`config.mk`:
```
export PLATFORM = sky130hd
export DESIGN_NAME = resp_out_fifo_flat
export DESIGN_NICKNAME = d
export VERILOG_FILES = /design/src/rtl/resp_out_fifo_if.sv /design/src/rtl/resp_out_fifo.sv /design/src/flat_wrapper.sv
export SDC_FILE = /design/constraint.sdc
export NUM_CORES = 1
export LEC_CHECK = 0
export CAP_MARGIN = 20
export CELL_PAD_IN_SITES_DETAIL_PLACEMENT = 1
export CELL_PAD_IN_SITES_GLOBAL_PLACEMENT = 2
export CORE_MARGIN = 2
export CORE_UTILIZATION = 35
export CTS_BUF_LIST = sky130_fd_sc_hd__clkbuf_8
export DETAILED_ROUTE_END_ITERATION = 10
export GPL_TIMING_DRIVEN = 0
export PLACE_DENSITY = 0.79
export SYNTH_ARGS = -nofsm -noshare
export SYNTH_HDL_FRONTEND = slang
export SYNTH_SLANG_ARGS = --single-unit
```
`constraint.sdc`:
```
create_clock -name clk -period 2.55 [get_ports clk]
set_clock_uncertainty 0.2 [all_clocks]
set_input_delay 0.3825 -clock clk [delete_from_list [all_inputs] [get_ports clk]]
set_output_delay 0.3825 -clock clk [all_outputs]
set_load 0.05 [all_outputs]
```
`src/rtl/resp_out_fifo_if.sv`:
```
// Handshake bundle for the response output FIFO: producer push side, downstream
// valid/ready side and status. The slave modport is the FIFO's view of it.
interface resp_out_fifo_if #(
  parameter int ID_W   = 2,
  parameter int RESP_W = 2,
  parameter int DATA_W = 32
);
  logic              resp_push;
  logic [ID_W-1:0]   resp_in_id;
  logic [RESP_W-1:0] resp_in_code;
  logic [DATA_W-1:0] resp_in_data;
  logic              fifo_full;
  logic              fifo_almost_full;
  logic              out_valid;
  logic              out_ready;
  logic [ID_W-1:0]   out_id;
  logic [RESP_W-1:0] out_code;
  logic [DATA_W-1:0] out_data;
  logic              overflow_err;
  logic [15:0]       sent_count;

  modport master (
    output resp_push, resp_in_id, resp_in_code, resp_in_data, out_ready,
    input  fifo_full, fifo_almost_full, out_valid, out_id, out_code, out_data,
           overflow_err, sent_count
  );

  modport slave (
    input  resp_push, resp_in_id, resp_in_code, resp_in_data, out_ready,
    output fifo_full, fifo_almost_full, out_valid, out_id, out_code, out_data,
           overflow_err, sent_count
  );
endinterface

```
`src/rtl/resp_out_fifo.sv`:
```
// Response transmitter: DEPTH-entry circular FIFO feeding one registered
// valid/ready output stage, with bypass into an idle stage, overflow flag and delivery count.
module resp_out_fifo #(
  parameter int DEPTH  = 4,
  parameter int ID_W   = 2,
  parameter int RESP_W = 2,
  parameter int DATA_W = 32
) (
  input  logic           clk,
  input  logic           rst_b,
  resp_out_fifo_if.slave bus
);

  localparam int              PTR_W     = $clog2(DEPTH);
  localparam logic [PTR_W:0]  DEPTH_CNT = (PTR_W + 1)'(DEPTH);
  localparam logic [PTR_W:0]  AFULL_CNT = (PTR_W + 1)'(DEPTH - 1);

  typedef struct packed {
    logic [ID_W-1:0]   id;
    logic [RESP_W-1:0] code;
    logic [DATA_W-1:0] data;
  } entry_t;

  typedef enum logic {
    OUT_EMPTY = 1'b0,
    OUT_VALID = 1'b1
  } out_state_e;

  // Storage and output stage state
  entry_t          r_mem [DEPTH];
  logic [PTR_W-1:0] r_wr_ptr;
  logic [PTR_W-1:0] r_rd_ptr;
  logic [PTR_W:0]   r_count;
  out_state_e       r_state;
  entry_t           r_out;
  logic             r_overflow_err;
  logic [15:0]      r_sent_count;

  // Per-cycle decisions
  out_state_e w_state_nxt;
  entry_t     w_in;
  entry_t     w_head;
  entry_t     w_load_entry;
  logic       w_out_valid;
  logic       w_handshake;
  logic       w_stage_free;
  logic       w_is_full;
  logic       w_pop;
  logic       w_bypass;
  logic       w_load;
  logic       w_push_accept;
  logic       w_drop;

  assign w_in         = '{id: bus.resp_in_id, code: bus.resp_in_code, data: bus.resp_in_data};
  assign w_head       = r_mem[r_rd_ptr];
  assign w_out_valid  = (r_state == OUT_VALID);
  assign w_handshake  = w_out_valid && bus.out_ready;
  assign w_stage_free = !w_out_valid || w_handshake;
  assign w_is_full    = (r_count == DEPTH_CNT);

  // The head only leaves memory when the stage can take it; an empty memory
  // lets a fresh push skip storage entirely.
  assign w_pop         = w_stage_free && (r_count != '0);
  assign w_bypass      = w_stage_free && (r_count == '0) && bus.resp_push;
  assign w_push_accept = bus.resp_push && !w_bypass && (!w_is_full || w_pop);
  assign w_drop        = bus.resp_push && w_is_full && !w_pop;

  always_comb begin
    // NOTE: every output of this block gets a default first, so no path leaves
    // a value unassigned and no latch is inferred.
    w_state_nxt  = r_state;
    w_load       = 1'b0;
    w_load_entry = w_head;
    if (w_stage_free) begin
      if (w_pop) begin
        w_load       = 1'b1;
        w_load_entry = w_head;
        w_state_nxt  = OUT_VALID;
      end else if (w_bypass) begin
        w_load       = 1'b1;
        w_load_entry = w_in;
        w_state_nxt  = OUT_VALID;
      end else begin
        w_state_nxt  = OUT_EMPTY;
      end
    end
  end

  // NOTE: sequential state uses non-blocking assignments so every register
  // samples pre-edge values, regardless of statement order.
  always_ff @(posedge clk or negedge rst_b) begin
    if (!rst_b) begin
      r_state <= OUT_EMPTY;
      r_out   <= '0;
    end else begin
      r_state <= w_state_nxt;
      if (w_load) r_out <= w_load_entry;
    end
  end

  // NOTE: the memory is cleared on reset so no stale response can ever be
  // observed after a mid-operation reset; small DEPTH keeps this affordable.
  always_ff @(posedge clk or negedge rst_b) begin
    if (!rst_b) begin
      for (int i = 0; i < DEPTH; i++) r_mem[i] <= '0;
    end else if (w_push_accept) begin
      r_mem[r_wr_ptr] <= w_in;
    end
  end

  // When full with a same-cycle pop, wr_ptr equals rd_ptr: the stage reads the
  // old head combinationally while the write lands in that slot at the edge.
  always_ff @(posedge clk or negedge rst_b) begin
    if (!rst_b) begin
      r_wr_ptr <= '0;
      r_rd_ptr <= '0;
      r_count  <= '0;
    end else begin
      if (w_push_accept) r_wr_ptr <= r_wr_ptr + PTR_W'(1);
      if (w_pop)         r_rd_ptr <= r_rd_ptr + PTR_W'(1);
      case ({w_push_accept, w_pop})
        2'b10:   r_count <= r_count + (PTR_W + 1)'(1);
        2'b01:   r_count <= r_count - (PTR_W + 1)'(1);
        default: r_count <= r_count;
      endcase
    end
  end

  always_ff @(posedge clk or negedge rst_b) begin
    if (!rst_b) begin
      r_overflow_err <= 1'b0;
      r_sent_count   <= '0;
    end else begin
      r_overflow_err <= r_overflow_err | w_drop;
      if (w_handshake) r_sent_count <= r_sent_count + 16'd1;
    end
  end

  assign bus.out_valid        = w_out_valid;
  assign bus.out_id           = w_out_valid ? r_out.id   : '0;
  assign bus.out_code         = w_out_valid ? r_out.code : '0;
  assign bus.out_data         = w_out_valid ? r_out.data : '0;
  assign bus.fifo_full        = w_is_full;
  assign bus.fifo_almost_full = (r_count >= AFULL_CNT);
  assign bus.overflow_err     = r_overflow_err;
  assign bus.sent_count       = r_sent_count;

  a_stall_stable: assert property (@(posedge clk) disable iff (!rst_b)
    (w_out_valid && !bus.out_ready) |=> (w_out_valid && $stable(r_out)));

  a_count_bound: assert property (@(posedge clk) disable iff (!rst_b)
    r_count <= DEPTH_CNT);

endmodule

```
`src/flat_wrapper.sv`:
```
// flat-port wrapper written by rule: the top's interface ports become plain ports
module resp_out_fifo_flat 
#(
  parameter int DEPTH  = 4,
  parameter int ID_W   = 2,
  parameter int RESP_W = 2,
  parameter int DATA_W = 32
)
  (clk, rst_b, bus_resp_push, bus_resp_in_id, bus_resp_in_code, bus_resp_in_data, bus_out_ready, bus_fifo_full, bus_fifo_almost_full, bus_out_valid, bus_out_id, bus_out_code, bus_out_data, bus_overflow_err, bus_sent_count);
  resp_out_fifo_if #(.ID_W(ID_W), .RESP_W(RESP_W), .DATA_W(DATA_W)) bus_i ();
  input  logic clk;
  input  logic rst_b;
  input wire logic [$bits(bus_i.resp_push)-1:0] bus_resp_push;
  input wire logic [$bits(bus_i.resp_in_id)-1:0] bus_resp_in_id;
  input wire logic [$bits(bus_i.resp_in_code)-1:0] bus_resp_in_code;
  input wire logic [$bits(bus_i.resp_in_data)-1:0] bus_resp_in_data;
  input wire logic [$bits(bus_i.out_ready)-1:0] bus_out_ready;
  output wire logic [$bits(bus_i.fifo_full)-1:0] bus_fifo_full;
  output wire logic [$bits(bus_i.fifo_almost_full)-1:0] bus_fifo_almost_full;
  output wire logic [$bits(bus_i.out_valid)-1:0] bus_out_valid;
  output wire logic [$bits(bus_i.out_id)-1:0] bus_out_id;
  output wire logic [$bits(bus_i.out_code)-1:0] bus_out_code;
  output wire logic [$bits(bus_i.out_data)-1:0] bus_out_data;
  output wire logic [$bits(bus_i.overflow_err)-1:0] bus_overflow_err;
  output wire logic [$bits(bus_i.sent_count)-1:0] bus_sent_count;
  assign bus_i.resp_push = bus_resp_push;
  assign bus_i.resp_in_id = bus_resp_in_id;
  assign bus_i.resp_in_code = bus_resp_in_code;
  assign bus_i.resp_in_data = bus_resp_in_data;
  assign bus_i.out_ready = bus_out_ready;
  assign bus_fifo_full = bus_i.fifo_full;
  assign bus_fifo_almost_full = bus_i.fifo_almost_full;
  assign bus_out_valid = bus_i.out_valid;
  assign bus_out_id = bus_i.out_id;
  assign bus_out_code = bus_i.out_code;
  assign bus_out_data = bus_i.out_data;
  assign bus_overflow_err = bus_i.overflow_err;
  assign bus_sent_count = bus_i.sent_count;
  resp_out_fifo #(.DEPTH(DEPTH), .ID_W(ID_W), .RESP_W(RESP_W), .DATA_W(DATA_W)) u_core (.clk(clk), .rst_b(rst_b), .bus(bus_i));
endmodule
```
Word-level counts from Yosys, hierarchy flattened

Index checks and enable logic that the tools add are counted.

Input bits: 40
Output and inout bits: 56
Register bits: 205

Bitwise logic cells: 3
Add/subtract/negate cells: 5
Reduce and logical (&&, ||, !) cells: 18
Order comparisons: 4
Eq/ne operators: 3
Muxes and demuxes: 16

Operators with widths:

| operator                                                          | count |
|---|---|
| 2-to-1 mux 36 bit                                                 | 6 |
| bitwise mux 144 bit                                               | 1 |
| binary-select mux 36 bit (select 2 bit)                           | 1 |
| demux 36 bit (select 2 bit)                                       | 1 |
| 2-to-1 mux 32 bit                                                 | 1 |
| adder 16 x 1 -> 16 bit, second input constant                     | 1 |
| logical AND 1 bit                                                 | 9 |
| greater-or-equal comparator 3 bit, second input constant          | 2 |
| inverter 2 -> 3 bit                                               | 2 |
| case mux 3 bit (2 select lines)                                   | 1 |
| adder 2 x 1 -> 2 bit, second input constant                       | 2 |
| zero test 1 bit                                                   | 4 |
| 2-to-1 mux 2 bit                                                  | 2 |
| adder 3 x 1 -> 3 bit, second input constant                       | 1 |
| == test 3 bit, second input constant                              | 1 |
| greater-or-equal comparator 3 x 2 -> 1 bit, second input constant | 1 |
| zero test 3 bit                                                   | 1 |
| less-than comparator 3 x 1 -> 1 bit, second input constant        | 1 |
| 2-to-1 mux 1 bit                                                  | 3 |
| nonzero test 3 bit                                                | 1 |
| subtractor 3 x 1 -> 3 bit, second input constant                  | 1 |
| == test 2 x 1 -> 1 bit, second input constant                     | 1 |
| == test 2 bit, second input constant                              | 1 |
| logical OR 1 bit                                                  | 2 |
| 2 further kinds                                                   | 2 |

Depth between registers and ports, before layout

Depth in word-level cells: 9
Depth in mapped cells: 8

Worst setup path before layout

Ideal clock, no wire load.

Kind: flip-flop to flip-flop
Start point: register u_core.r_state, in the netlist u_core.bus.out_valid
End point: register u_core.r_count[2]
Arrival: 2.169 ns
Cell stages (with the launch flop): 8
Setup time: 0.130 ns
Period minus slack after synthesis: 2.498 ns
Setup slack: 0.052 ns
Required time: 2.220 ns
Cells stage by stage: dfrtp_1 -> and2b_1 -> clkbuf_1 -> or3_1 -> fa_1 -> nor2b_1 -> a311oi_1 -> a21oi_1

Word-level cells in the longest chain between the ends: 9
Elaborated cells between the ends (all ways): 14
Those cells by class: eq/ne (2); mux (1); reduce/logical (11)

Ends and longest elaborated chain:

| element                                                               | RTL line                                 | RTL |
|---|---|---|
| from (decl)                                                           | resp_out_fifo.sv:34                      | `out_state_e r_state;` |
| from (signal assigned)                                                | resp_out_fifo.sv:96                      | `r_state <= w_state_nxt;` |
| zero test 1 bit or logical AND 1 bit (tied branches)                  | resp_out_fifo.sv:58, resp_out_fifo.sv:57 |  |
| logical OR 1 bit (*)                                                  | resp_out_fifo.sv:58                      | `assign w_stage_free = !w_out_valid \|\| w_handshake;` |
| logical AND 1 bit (2 in a row)                                        | resp_out_fifo.sv:64                      | `assign w_bypass = w_stage_free && (r_count == '0) && bus.resp_push;` |
| zero test 1 bit                                                       | resp_out_fifo.sv:65                      | `assign w_push_accept = bus.resp_push && !w_bypass && (!w_is_full \|\| w_pop);` |
| logical AND 1 bit (2 in a row)                                        | resp_out_fifo.sv:65                      |  |
| == test 2 x 1 -> 1 bit or == test 2 bit (tied branches)               | resp_out_fifo.sv:121                     | `case ({w_push_accept, w_pop})` |
| case mux 3 bit (2 select lines) or nonzero test 2 bit (tied branches) | n/a                                      |  |
| to (signal assigned)                                                  | resp_out_fifo.sv:122                     | `2'b10: r_count <= r_count + (PTR_W + 1)'(1);` |
| to (signal assigned)                                                  | resp_out_fifo.sv:123                     | `2'b01: r_count <= r_count - (PTR_W + 1)'(1);` |
| to (signal assigned)                                                  | resp_out_fifo.sv:124                     | `default: r_count <= r_count;` |
| to (decl)                                                             | resp_out_fifo.sv:33                      | `logic [PTR_W:0] r_count;` |

Every way passes the cells marked *; elsewhere a longest branch is shown, timed or not.
A chain may end at the register's enable or synchronous reset.

Worst setup path after layout

Start point: register u_core.r_state, in the netlist u_core.bus.out_valid
End point: output port bus_out_id[1]

Word-level cells in the longest chain between the ends: 1

Ends and longest elaborated chain:

| element          | RTL line             | RTL |
|---|---|---|
| 2-to-1 mux 2 bit | resp_out_fifo.sv:140 | `assign bus.out_id = w_out_valid ? r_out.id : '0;` |
| to (decl)        | flat_wrapper.sv:21   | `output wire logic [$bits(bus_i.out_id)-1:0] bus_out_id;` |

No other way between the ends.

==> metrics.sh <==
CORE_AREA_UM2=26700
SYNTH.TOP_CELLS.BY_AREA='sky130_fd_sc_hd__dfrtp_1, sky130_fd_sc_hd__mux2_2, sky130_fd_sc_hd__mux4_2, sky130_fd_sc_hd__nand2_1, sky130_fd_sc_hd__and2_1'
CP_MAX_FO=10
HOLDCRITPATHCLASS='input port to flip-flop'
HOLD-WORST-SLACK_PS=90.7
COMMONEST_CELLS_AFTER_ROUTING_FILL_AND_TAPS_ASIDE='sky130_fd_sc_hd__dfrtp_1, sky130_fd_sc_hd__mux2_2, sky130_fd_sc_hd__nand2_1'
GRT_PASS1_WL_UM=37300
CRITICAL_PATH.REG2REG.STARTPOINT='u_core.r_count[2]$_DFFE_PN0P_'
SETUP.WORST_PATH.START_CLASS='flip-flop'
SYNTH_LARGEST_TYPE_AREA_FRACTION=0.545
YOSYSUNIQUECELLTYPES=40
LAYOUT.AREA.SEQ_UM2=5130
TIMING.CRITICAL_PATH.FROM='u_core.bus.out_valid$_DFFE_PN0N_'
TIMING.CRITICAL_PATH.REQUIRED_PS=1970
PATH_CLK_SLEW_PS=60
VIAS_IN_THE_FIRST_GLOBAL_ROUTE=6656
TIGHTESTPINTRANSITION_PS=905
CLKLATENCYLATEPIN_PS=530
CLOCK_SINKS=205
MAXCLOCKFREQUENCY_GHz=0.413
NUM_IO_PINS=96
POSTPLACECELLAREA_UM2=10800
CTSHTREEMAXLEVEL=2
STARTING_DENSITY_OF_THE_CORE=0.353
TIMING_MAX_TRANSITION_VIOLATIONS_FINAL=0
GRT-OVFL-TOTAL=0
SYNTH.AVG_CELL_AREA_UM2=13.5
TOTAL_WIRELENGTH_OF_THE_DETAILED_ROUTED_DESIGN_UM=23000
MIN_PERIOD_PS=2420
SYNTH_EDF_COUNT=0
AVERAGE_ROUTED_WIRE_PER_STANDARD_CELL_UM=19.3
PATH_CLASS='flip-flop to primary output'
LAYOUT.CELLS.MOST_COMMON='sky130_fd_sc_hd__dfrtp_1'
DRIVE_GT1_FRAC=0.361
PIN_COUNT_OF_THE_BIGGEST_NET_ENTERING_GLOBAL_ROUTING=113
STATIC_LEAKAGE_POWER_nW=4.89
SETUP_WS_PS=131
VIOLATION_COUNT_AFTER_THE_FIRST_DETAILED_ROUTE_ITERATION=248
ANTENNA_VIOLATIONS_BEFORE_REPAIR=1
CTS.ROOT.BUFFER_CELL='sky130_fd_sc_hd__clkbuf_8'
GRT.TOTAL_USAGE=0.169
AREA_GROWTH_PCT=21.1
YS_SEQ_AREA_FRAC=0.545
SETUP_VIOLATIONS=0
FINAL_CORE_UTILIZATION=0.428
NNETSFINAL=876
FIN_CRIT_SH=0.949
STATUS='finished, final reports clean'
FIRST_PASS_ITERS=4
HOLD_START='bus_resp_push'
DRT-VIAS-PER-INSTANCE=5.01
FINAL_CELL_AREA_UM2=11400
FILL_CELLS=2785
SYNTH.LARGEST_AREA_CELL='sky130_fd_sc_hd__dfrtp_1'
FRACTION_OF_REGISTERS_WITH_ASYNC_SET_OR_RESET_AFTER_SYNTHESIS=1.00
POWER.DENSITY_nW_PER_UM2=1390
SYNTH-SEQ-CELLS=205
GP_CONGESTION=0.711
VDD.IR_DROP.WORST_V=0.000408
MAX_CAP_VIOLATIONS=0
POST-CTS-SETUP-BUFFER-COUNT=0
POST_SYNTHESIS_CELLS=696
NUM_VIAS=5985
DIE_WIDTH_UM=168
CTS_INSERTED_BUFFERS=37
SYN_AREA_UM2=9420
DP.FINAL_HPWL_UM=14800
MULTIINPUTGATEAREA_UM2=3990
TRITONCTS='done'
DETAILEDPLACE.WORSTSLACK_PS=-498
FINALHOLDVIOLCOUNT=0
DRC_ERRORS=0
POSTSYNTH.TOPFLOPCELL='sky130_fd_sc_hd__dfrtp_1'
CRITICAL_PATH_AT_PS=1840
DIE_AREA_UM2=28200
CRITPATHCAPTURETYPE='primary output'
DRTANTENNAVIOLNETS=0
MAPPEDNETLISTNETS=742
PLACEMENTROWS=60
PLACE.PORT_BUFFERS=94
YOSYS_WARNINGS=0
CLOCK_TREE.BUFFER_DEPTH=3
SLEW_HEADROOM=0.391
UNREPAIRED_SETUP_ENDPOINTS_AFTER_GLOBAL_ROUTING='no'
CHIPHEIGHT_UM=168
==> Yosys cell counts, types with 2 or more instances <==
cell type and number:
sky130_fd_sc_hd__dfrtp_1 205, sky130_fd_sc_hd__xnor2_1 16, sky130_fd_sc_hd__and3_1 3, sky130_fd_sc_hd__nand2_1 82
sky130_fd_sc_hd__buf_6 13, sky130_fd_sc_hd__xor2_1 4, sky130_fd_sc_hd__a31oi_1 36, sky130_fd_sc_hd__nand3_1 7
sky130_fd_sc_hd__mux2_4 6, sky130_fd_sc_hd__and4_1 3, sky130_fd_sc_hd__ha_1 5, sky130_fd_sc_hd__nand4_1 3
sky130_fd_sc_hd__o211ai_4 4, sky130_fd_sc_hd__mux4_2 36, sky130_fd_sc_hd__nor2_1 40, sky130_fd_sc_hd__clkbuf_1 13
sky130_fd_sc_hd__nor4_1 2, sky130_fd_sc_hd__mux2_2 140, sky130_fd_sc_hd__o21ai_0 3, sky130_fd_sc_hd__buf_2 15
sky130_fd_sc_hd__and2_1 37, sky130_fd_sc_hd__inv_1 5
==> final timing paths <==
kind / slack [ps] / to / cells past startpoint
worst max-delay path: 130 / bus_out_id[1] / 3
worst min-delay path: 90 / u_core.bus.out_valid$_DFFE_PN0N_ / 3
worst max register to register: 160 / u_core.r_out[12]$_DFFE_PN0P_ / 6
worst min register to register: 270 / u_core.bus.overflow_err$_DFF_PN0_ / 1
max in group asynchronous: 830 / u_core.r_mem[132]$_DFFE_PN0P_ / 3
min in group asynchronous: 270 / u_core.r_mem[50]$_DFFE_PN0P_ / 2
==> worst max-delay path, stage by stage, from the launching register on <==
cell and delay [ps]:
sky130_fd_sc_hd__dfrtp_1 410, sky130_fd_sc_hd__buf_4 220, sky130_fd_sc_hd__and2_1 160, sky130_fd_sc_hd__dlygate4sd2_1 530
==> per-stage QoR <==
| stage | instances | TNS (ps) | total power, mW |
|---|---|---|---|
| CTS | 1195 | 0 | 16.0 |
| finish | 1195 | 0 | 15.8 |
| floorplan | 696 | 0 | 11.1 |
| global placement | 1131 | -1722880 | 13.0 |
| global route | 1194 | 0 | 16.8 |
| detailed placement | 1132 | -53780 | 13.3 |
==> state kept, by name, summed over array words and instances (netlist names) <==
name                     flops
u_core.r_wr_ptr              2
u_core.bus.sent_count       16
u_core.r_count               3
u_core.r_mem               144
u_core.r_out                36
u_core.bus.out_valid         1
u_core.r_rd_ptr              2
u_core.bus.overflow_err      1
==> routing by layer <==
metal,share of wire,global-route usage,wire [um]
met3,0.040,0.0348,932
met4,0.018,0.0499,421
met5,0,0,0
met2,0.49,0.284,11200
met1,0.45,0.221,10400
==> layout make-up <==
class,instances,area share
clock buffers,47,0.0567
repair buffers,96,0.0728
flip-flops and latches,205,0.450
diodes,1,0.000219
multi-input cells,443,0.350
inverters,5,0.00165
plain buffers,42,0.0257
clock inverters,15,0.00592
well taps,341,0.0374
==> power breakdown <==
part	internal, mW	switching, mW
clock	1.65	1.36
combinational	3.37	3.73
sequential	4.86	0.851
==> cells by family (layout without fill, tap and decap cells) <==
family	count (synthesis)	count (layout)	synth area share
flops	205	205	0.545
fa+ha+maj	6	6	0.00877
compound gates	49	49	0.0393
simple gates	184	184	0.0898
other cells	0	1	0
xor+xnor	21	21	0.0215
mux	183	183	0.264
buf+inv	48	205	0.0319
==> timing repair <==
item / CTS / global route
gates cloned: 0 / 0
endpoints found under the setup margin: 38 / 44
resized for setup: 168 / 3
hold buffers: 1 / 0
endpoints found under the hold margin: 93 / 0
Note: power is estimated with default switching activity, not from simulation.
